--- config.mk ---
export PLATFORM = sky130hd
export DESIGN_NAME = ifetch_prefetch
export DESIGN_NICKNAME = d
export VERILOG_FILES = /design/src/rtl/config_pkg.sv /design/src/rtl/ifetch_fifo.sv /design/src/rtl/ifetch_prefetch.sv
export SDC_FILE = /design/constraint.sdc
export NUM_CORES = 1
export LEC_CHECK = 0
export ABC_AREA = 1
export CAP_MARGIN = 10
export CORE_MARGIN = 10
export CORE_UTILIZATION = 45
export CTS_BUF_LIST = sky130_fd_sc_hd__clkbuf_4 sky130_fd_sc_hd__clkbuf_8
export DETAILED_ROUTE_END_ITERATION = 10
export MAX_ROUTING_LAYER = met4
export PLACE_DENSITY = 0.74
export RECOVER_POWER = 25
export SLEW_MARGIN = 20
export SYNTH_ARGS = -nofsm -noshare
export SYNTH_HDL_FRONTEND = slang
export SYNTH_SLANG_ARGS = --single-unit
--- constraint.sdc ---
create_clock -name clk -period 5.9 [get_ports clk]
set_input_delay 1.475 -clock clk [delete_from_list [all_inputs] [get_ports clk]]
set_output_delay 1.475 -clock clk [all_outputs]
set_load 0.1 [all_outputs]
--- src/rtl/config_pkg.sv ---
// Shared fetch-path types and defaults for the instruction fetch unit.
package config_pkg;

    localparam int IFETCH_DEPTH = 4;

    typedef struct packed {
        logic [31:0] pc;
        logic [31:0] instr;
        logic        fault;
    } fetch_entry_t;

endpackage

--- src/rtl/ifetch_fifo.sv ---
// Prefetch queue: synchronous FIFO of fetch entries with a flush that
// dominates push and pop in the same cycle.
module ifetch_fifo
    import config_pkg::*;
#(
    parameter int DEPTH = IFETCH_DEPTH
) (
    input  logic                       clk,
    input  logic                       rst,
    input  logic                       flush,
    input  logic                       push,
    input  fetch_entry_t               push_data,
    input  logic                       pop,
    output fetch_entry_t               head,
    output logic [$clog2(DEPTH+1)-1:0] count,
    output logic                       full,
    output logic                       empty
);
    localparam int AW = $clog2(DEPTH);
    localparam int CW = $clog2(DEPTH+1);

    fetch_entry_t   mem [DEPTH];
    logic [AW-1:0]  rd_ptr;
    logic [AW-1:0]  wr_ptr;
    logic           do_push;
    logic           do_pop;

    assign full    = (count == CW'(DEPTH));
    assign empty   = (count == '0);
    assign do_push = push && !full;
    assign do_pop  = pop && !empty;
    assign head    = mem[rd_ptr];

    always_ff @(posedge clk or posedge rst) begin
        if (rst) begin
            rd_ptr <= '0;
            wr_ptr <= '0;
            count  <= '0;
        end else if (flush) begin
            rd_ptr <= '0;
            wr_ptr <= '0;
            count  <= '0;
        end else begin
            if (do_push) wr_ptr <= wr_ptr + 1'b1;
            if (do_pop)  rd_ptr <= rd_ptr + 1'b1;
            if (do_push && !do_pop)      count <= count + 1'b1;
            else if (!do_push && do_pop) count <= count - 1'b1;
        end
    end

    // Storage needs no reset: the top gates every head field with empty.
    always_ff @(posedge clk) begin
        if (do_push && !flush) mem[wr_ptr] <= push_data;
    end

endmodule

--- src/rtl/ifetch_prefetch.sv ---
// Sequential instruction fetch with a credit-gated prefetch queue and redirect flush.
// Define IFETCH_FAULT_EN to queue memory faults and halt fetch until the next redirect.
module ifetch_prefetch
    import config_pkg::*;
#(
    parameter int          DEPTH    = IFETCH_DEPTH,
    parameter logic [31:0] RESET_PC = 32'h0000_0000
) (
    input  logic        clk,
    input  logic        rst,
    output logic [31:0] imem_addr,
    output logic        imem_read_en,
    input  logic [31:0] imem_read_data,
    input  logic        imem_ready,
    input  logic        imem_fault,
    input  logic        redirect_valid,
    input  logic [31:0] redirect_pc,
    output logic        out_valid,
    input  logic        out_ready,
    output logic [31:0] out_instr,
    output logic [31:0] out_pc,
    output logic        out_fault
);
    localparam int CW = $clog2(DEPTH+1);

    logic [31:0]   fetch_pc;
    logic [31:0]   inflight_pc;
    logic          in_flight;
    logic          issue;
    logic          push;
    logic          pop;
    logic          halt_now;
    logic          full;
    logic          empty;
    logic [CW-1:0] count;
    logic [CW:0]   occ;
    logic          unused_bits;
    fetch_entry_t  resp;
    fetch_entry_t  head;

`ifdef IFETCH_FAULT_EN
    logic halted;

    // A faulting response blocks issue in the very cycle it is seen, so its PC is the last fetch.
    assign halt_now    = halted || (in_flight && imem_fault);
    assign resp        = '{pc: inflight_pc, instr: imem_read_data, fault: imem_fault};
    assign out_fault   = !empty && head.fault;
    assign unused_bits = ^redirect_pc[1:0];

    always_ff @(posedge clk or posedge rst) begin
        if (rst)                     halted <= 1'b0;
        else if (redirect_valid)     halted <= 1'b0;
        else if (push && imem_fault) halted <= 1'b1;
    end
`else
    assign halt_now    = 1'b0;
    assign resp        = '{pc: inflight_pc, instr: imem_read_data, fault: 1'b0};
    assign out_fault   = 1'b0;
    assign unused_bits = ^{redirect_pc[1:0], imem_fault, head.fault};
`endif

    // Credits count the in-flight slot so a response always finds room.
    assign occ   = {1'b0, count} + {{CW{1'b0}}, in_flight};
    assign issue = !rst && imem_ready && !redirect_valid && !halt_now && !full
                   && (occ < (CW+1)'(DEPTH));
    assign push  = in_flight && !redirect_valid;
    assign pop   = out_valid && out_ready;

    assign imem_read_en = issue;
    assign imem_addr    = fetch_pc;
    assign out_valid    = !empty;
    assign out_instr    = empty ? 32'h0 : head.instr;
    assign out_pc       = empty ? 32'h0 : head.pc;

    always_ff @(posedge clk or posedge rst) begin
        if (rst) begin
            fetch_pc    <= {RESET_PC[31:2], 2'b00};
            inflight_pc <= '0;
            in_flight   <= 1'b0;
        end else begin
            in_flight <= issue;
            if (issue) inflight_pc <= fetch_pc;
            if (redirect_valid) fetch_pc <= {redirect_pc[31:2], 2'b00};
            else if (issue)     fetch_pc <= fetch_pc + 32'd4;
        end
    end

    ifetch_fifo #(.DEPTH(DEPTH)) u_fifo (
        .clk       (clk),
        .rst       (rst),
        .flush     (redirect_valid),
        .push      (push),
        .push_data (resp),
        .pop       (pop),
        .head      (head),
        .count     (count),
        .full      (full),
        .empty     (empty)
    );

endmodule

# Word level (Yosys, flattened, before mapping)
# Memory sizes are Yosys's and may differ from the RTL's.
# Index checks and enable logic that the tools add are counted.
dict set report word_totals {
  ff_bits 72
  ram_bits 256
  inputBits 70
  out_inout_bits 99
  word_cells 50
  memories 1
}
# name words width read_ports rd_clocked_by_memory_dff write_ports line_no
set memory_table {}
lappend memory_table {u_fifo.mem 4 64 1 0 1 ifetch_fifo.sv:22} ;# fetch_entry_t mem [DEPTH];
dict set report classes {
  n_addsub 6
  order_cmp 1
  n_eq_ne 1
  n_mux 13
  n_reduce_logical 22
}
# cell n
set op_table {}
lappend op_table {{$mux 32} 4}
lappend op_table {{$add 32x3->32 const B} 1}
lappend op_table {{$logic_and 1x1->1} 11}
lappend op_table {{$mux 3} 3}
lappend op_table {{$mux 2} 4}
lappend op_table {{$logic_not 1->1} 6}
lappend op_table {{$reduce_bool 2->1} 3}
lappend op_table {{$add 2x1->2 const B} 2}
lappend op_table {{$add 3x1->4} 1}
lappend op_table {{$lt 4x3->1 const B} 1}
lappend op_table {{$add 3x1->3 const B} 1}
lappend op_table {{$eq 3x3->1 const B} 1}
lappend op_table {{$logic_not 3->1} 1}
lappend op_table {{$reduce_bool 3->1} 1}
lappend op_table {{$sub 3x1->3 const B} 1}
lappend op_table {{$mux 1} 2}

# Longest topological paths before layout
dict set report logic_depth {
  depth_word 8
  depth_mapped 13
  mapped_depth_nobuf 12
}

# By module
# A second synthesis with hierarchy kept.
dict set report unflattened {
  cells_unflattened 1324
  hier_area_um2 14584.0
}
# module instances cells_per_inst area_each_um2 seq_area_each_um2
set by_module_without_submodules {}
lappend by_module_without_submodules {ifetch_fifo 1 696 10625.2 7982.7}
lappend by_module_without_submodules {ifetch_prefetch 1 628 3958.8 1526.5}

# Least setup slack after synthesis
# OpenSTA, ideal clock, no wires.
dict set report synth_timing {
  path_kind {input -> register}
  startpoint {input port redirect_valid}
  endpoint {memory u_fifo.mem[0][0] (netlist bit) (enable)}
  setup_ns 0.482
  arrival_time_ns 4.565
  required_ns 5.418
  slack_ns 0.853
  cell_stages 5
  path_buffers 2
  cell_sequence {buf_6 -> inv_2 -> buf_6 -> nand3_1 -> nor2_1}
}
dict set report synth_via {
  elab_chain_len 6
}
# element line_no
set synth_rtl {}
lappend synth_rtl {{start, declared} ifetch_prefetch.sv:16} ;# input logic redirect_valid,
lappend synth_rtl {{$logic_not 1->1 *} {ifetch_fifo.sv:53, ifetch_prefetch.sv:66}}
lappend synth_rtl {{$logic_and 1x1->1} ifetch_prefetch.sv:66} ;# assign push = in_flight && !redirect_valid;
lappend synth_rtl {{$logic_and 1x1->1} ifetch_fifo.sv:30} ;# assign do_push = push && !full;
lappend synth_rtl {{$logic_and 1x1->1 *} ifetch_fifo.sv:53} ;# if (do_push && !flush) mem[wr_ptr] <= push_data;
lappend synth_rtl {{$mux 1 *} ifetch_fifo.sv:53}
lappend synth_rtl {{$mux 1 (not written as such) *} ifetch_fifo.sv:53}
lappend synth_rtl {{end, declared} ifetch_fifo.sv:22}
# Mark *: on every way between the ends. The rest lies on a longest branch, timed or not.

# Worst setup path in the final report
dict set report layout_timing {
  startpoint {register u_fifo.rd_ptr[0]}
  endpoint {output port out_instr[13]}
}
dict set report layout_via {
  elab_chain_len 2
}
# element line_no
set layout_rtl {}
lappend layout_rtl {{start, declared} ifetch_fifo.sv:23} ;# logic [AW-1:0] rd_ptr;
lappend layout_rtl {{start signal, assigned} ifetch_fifo.sv:45} ;# if (do_pop) rd_ptr <= rd_ptr + 1'b1;
lappend layout_rtl {{$mem_v2 4x64} n/a}
lappend layout_rtl {{$mux 32} ifetch_prefetch.sv:72} ;# assign out_instr = empty ? 32'h0 : head.instr;
lappend layout_rtl {{end, declared} ifetch_prefetch.sv:20} ;# output logic [31:0] out_instr,
# Every way passes these cells.

==> summary.md <==
| Metric | Value |
|---|---|
| Outcome | `complete, no violations` |
| Root Driver | `clkbuf_8` |
| Core area | `29640 um^2` |
| Synth warn | `0` |
| DR DRC count | `0` |
| Fin crit period | `4.871 ns` |
| CP Launch Type | `flop` |
| F_max | `205.3 MHz` |
| Final cycle utilization of the critical path | `0.8256` |
| Final Hold Fails | `0` |
| Worst EP required | `4.43 ns` |
| Area contributors post-synth | `edfxtp_1, dfrtp_1, nor2_1` |
| Ports | `169` |
| Clock Latency Late Sink | `0.56 ns` |
| Crit-path cells | `clkinv_2 -> buf_4 -> o21ai_0 -> a21oi_1 -> clkdlybuf4s50_1` |
| Synthesized area | `13480 um^2` |
| Grt ovf | `0` |
| Maximum number of pins on one net before global-route repair | `126` |
| Max clock buf depth | `3` |
| Final HPWL DP | `19630 um` |
| Synth Area per Inst | `10.56 um^2` |
| Leak | `6.193 nW` |
| Measured slew at the worst slew-check pin | `1.003 ns` |
| Core Rows | `63` |
| Buffers on Ports | `160` |
| CTS buffer count | `51` |
| Crit. End Element | `primary output` |
| Hold WC Path Type | `flop to flop` |
| Most common cell in the netlist | `nor2_1` |
| Final Max Slew Viols | `0` |
| CP top delay family | `buffers and inverters` |
| Placed insts | `1777` |
| FFs w/ async S/R, synth | `0.2152` |
| Max_cap viols | `0` |
| Initial DRC count | `702` |
| Crit path DAT | `3.40 ns` |
| Slowest Stage Delay on Critical Path | `1.19 ns` |
| WS Path Type | `flop to primary output` |
| CTS tree | `yes` |
| Clock sink count | `316` |
| Post-synthesis cell type count | `34` |
| Routed WL | `31720 um` |
| Synth Flop Type | `edfxtp_1` |
| Gr usage total | `0.1724` |
| PD cells | `521.2 nW/um^2` |
| Via count | `9570` |
| Antenna viol nets, final | `0` |
| Post-synth EDFFs | `248` |
| Initial antenna violation count | `0` |
| DR pass1 iterations | `5` |
| # setup viols final | `0` |
| VDD IR-drop max | `0.2196 mV` |
| Clk pin slew, worst setup/hold paths | `0.06 ns` |
| First-pass GRT wire length | `49560 um` |
| Final Net Count | `1516` |
| Vias in the first global route | `9619` |
| Top post-synthesis cells by count | `nor2_1, edfxtp_1, nand2_1` |
| Synthesized netlist cell count | `1277` |
| Crit-path slowest cell | `clkdlybuf4s50_1` |
| WL/cell | `16.95 um` |
| Starting density of the core | `0.4549` |
| Cell taking the most area after synthesis | `edfxtp_1` |
| P&R area growth vs syn | `21.84%` |
| Overall die width | `193.1 um` |
| Setup Skew | `0.01730 ns` |
| Crit path max fanout | `50` |
| Die height | `193.1 um` |
| Non-Filler Instances | `1871` |
| Share of cells above drive strength 1 | `0.1128` |
| RSZ-0062 raised after global routing | `false` |
| # hold bufs at CTS | `0` |
| GP Congestion | `0.8627` |
| Htree depth | `2` |
| Full die area | `37280 um^2` |
| Post-synth top area share | `0.5524` |
| Slew HR | `0.3293` |
| Post-CTS setup buffers | `0` |
| Flops & latches, synth | `316` |
| WP buf/inv | `3` |
| Post-cts sizing count | `0` |
| Register area share after synthesis | `0.6786` |
| TNS Setup | `0 ns` |
| Vias/cell | `5.115` |
[power breakdown]
group	switching, W	internal [W]
combinational	0.00294	0.000737
sequential	0.000207	0.00268
clock	0.000824	0.00118
[kinds of logic after synthesis]
group           count (synthesis)  share of synthesized area
simple gates                  560                     0.1716
flops                         316                     0.6786
compound gates                245                    0.09206
buf+inv                       144                    0.04807
fa+ha+maj                       6                   0.006125
xor+xnor                        5                   0.003248
other cells                     1                  0.0002782
[cells in the final DEF, fill, tap and decap left out, drive strengths merged, types with 2 or more instances in the layout]
master and count:
nand4 10, buf 46, conb 5, o211ai 3, clkdlybuf4s50 112, a21oi 68
dlygate4sd3 17, inv 75, ha 5, nand2 165, clkbuf 72, nand3 64
xor2 4, edfxtp 248, o21ai 173, bufinv 5, nand3b 2, dfrtp 68
nor2 316, clkinv 15
[stage by stage]
step / setup WS [ns] / util / power, W / instance area, um^2 / hold slack (ns)
after CTS: 0.9833 / 0.5541 / 0.008642 / 16420 / 0.5212
after global placement: 1.383 / 0.5168 / 0.006582 / 15320 / 0.4921
after detailed placement: 1.356 / 0.5168 / 0.006626 / 15320 / 0.5057
after global routing: 0.8742 / 0.5541 / 0.008942 / 16420 / 0.5442
after floorplan: 0.8529 / - / 0.005716 / 13500 / 0.4760
final: 1.029 / 0.5542 / 0.008561 / 16430 / 0.5130
[final timing paths]
check | startpoint | endpoint | slack [ns] | depth (start not counted)
min in group asynchronous | rst | imem_addr[31] | 1.35 | 2
worst min register to register | inflight_pc[24] | u_fifo.mem[0][56] | 0.51 | 0
worst min-delay path | inflight_pc[24] | u_fifo.mem[0][56] | 0.51 | 0
max in group asynchronous | rst | u_fifo.rd_ptr[0] | 3.58 | 3
worst max-delay path | u_fifo.rd_ptr[0] | out_instr[13] | 1.03 | 5
worst max register to register | u_fifo.count[0] | imem_addr[5] | 3.57 | 7
[metal layers]
metal,track usage,routed length (um)
met1,0.2151,13800
met2,0.2711,14750
met3,0.03543,2279
met4,0.07012,892
met5,-,0
[sequential cells by signal (all words and copies together), names as in the netlist]
name           cells
u_fifo.mem       248
imem_addr         30
inflight_pc       30
u_fifo.count       3
u_fifo.rd_ptr      2
u_fifo.wr_ptr      2
in_flight          1
[layout make-up]
| type | count | area [um^2] |
|---|---|---|
| Antenna cell | 1 | 2.502 |
| Clock buffer | 72 | 878.3 |
| Clock inverter | 21 | 229.0 |
| Fill cell | 2529 | 13210 |
| Inverter | 75 | 282.8 |
| Multi-Input combinational cell | 821 | 3730 |
| Sequential cell | 316 | 9154 |
| Tap cell | 390 | 488.0 |
| Timing Repair Buffer | 175 | 1662 |
Power figures use the tool's default switching activity.
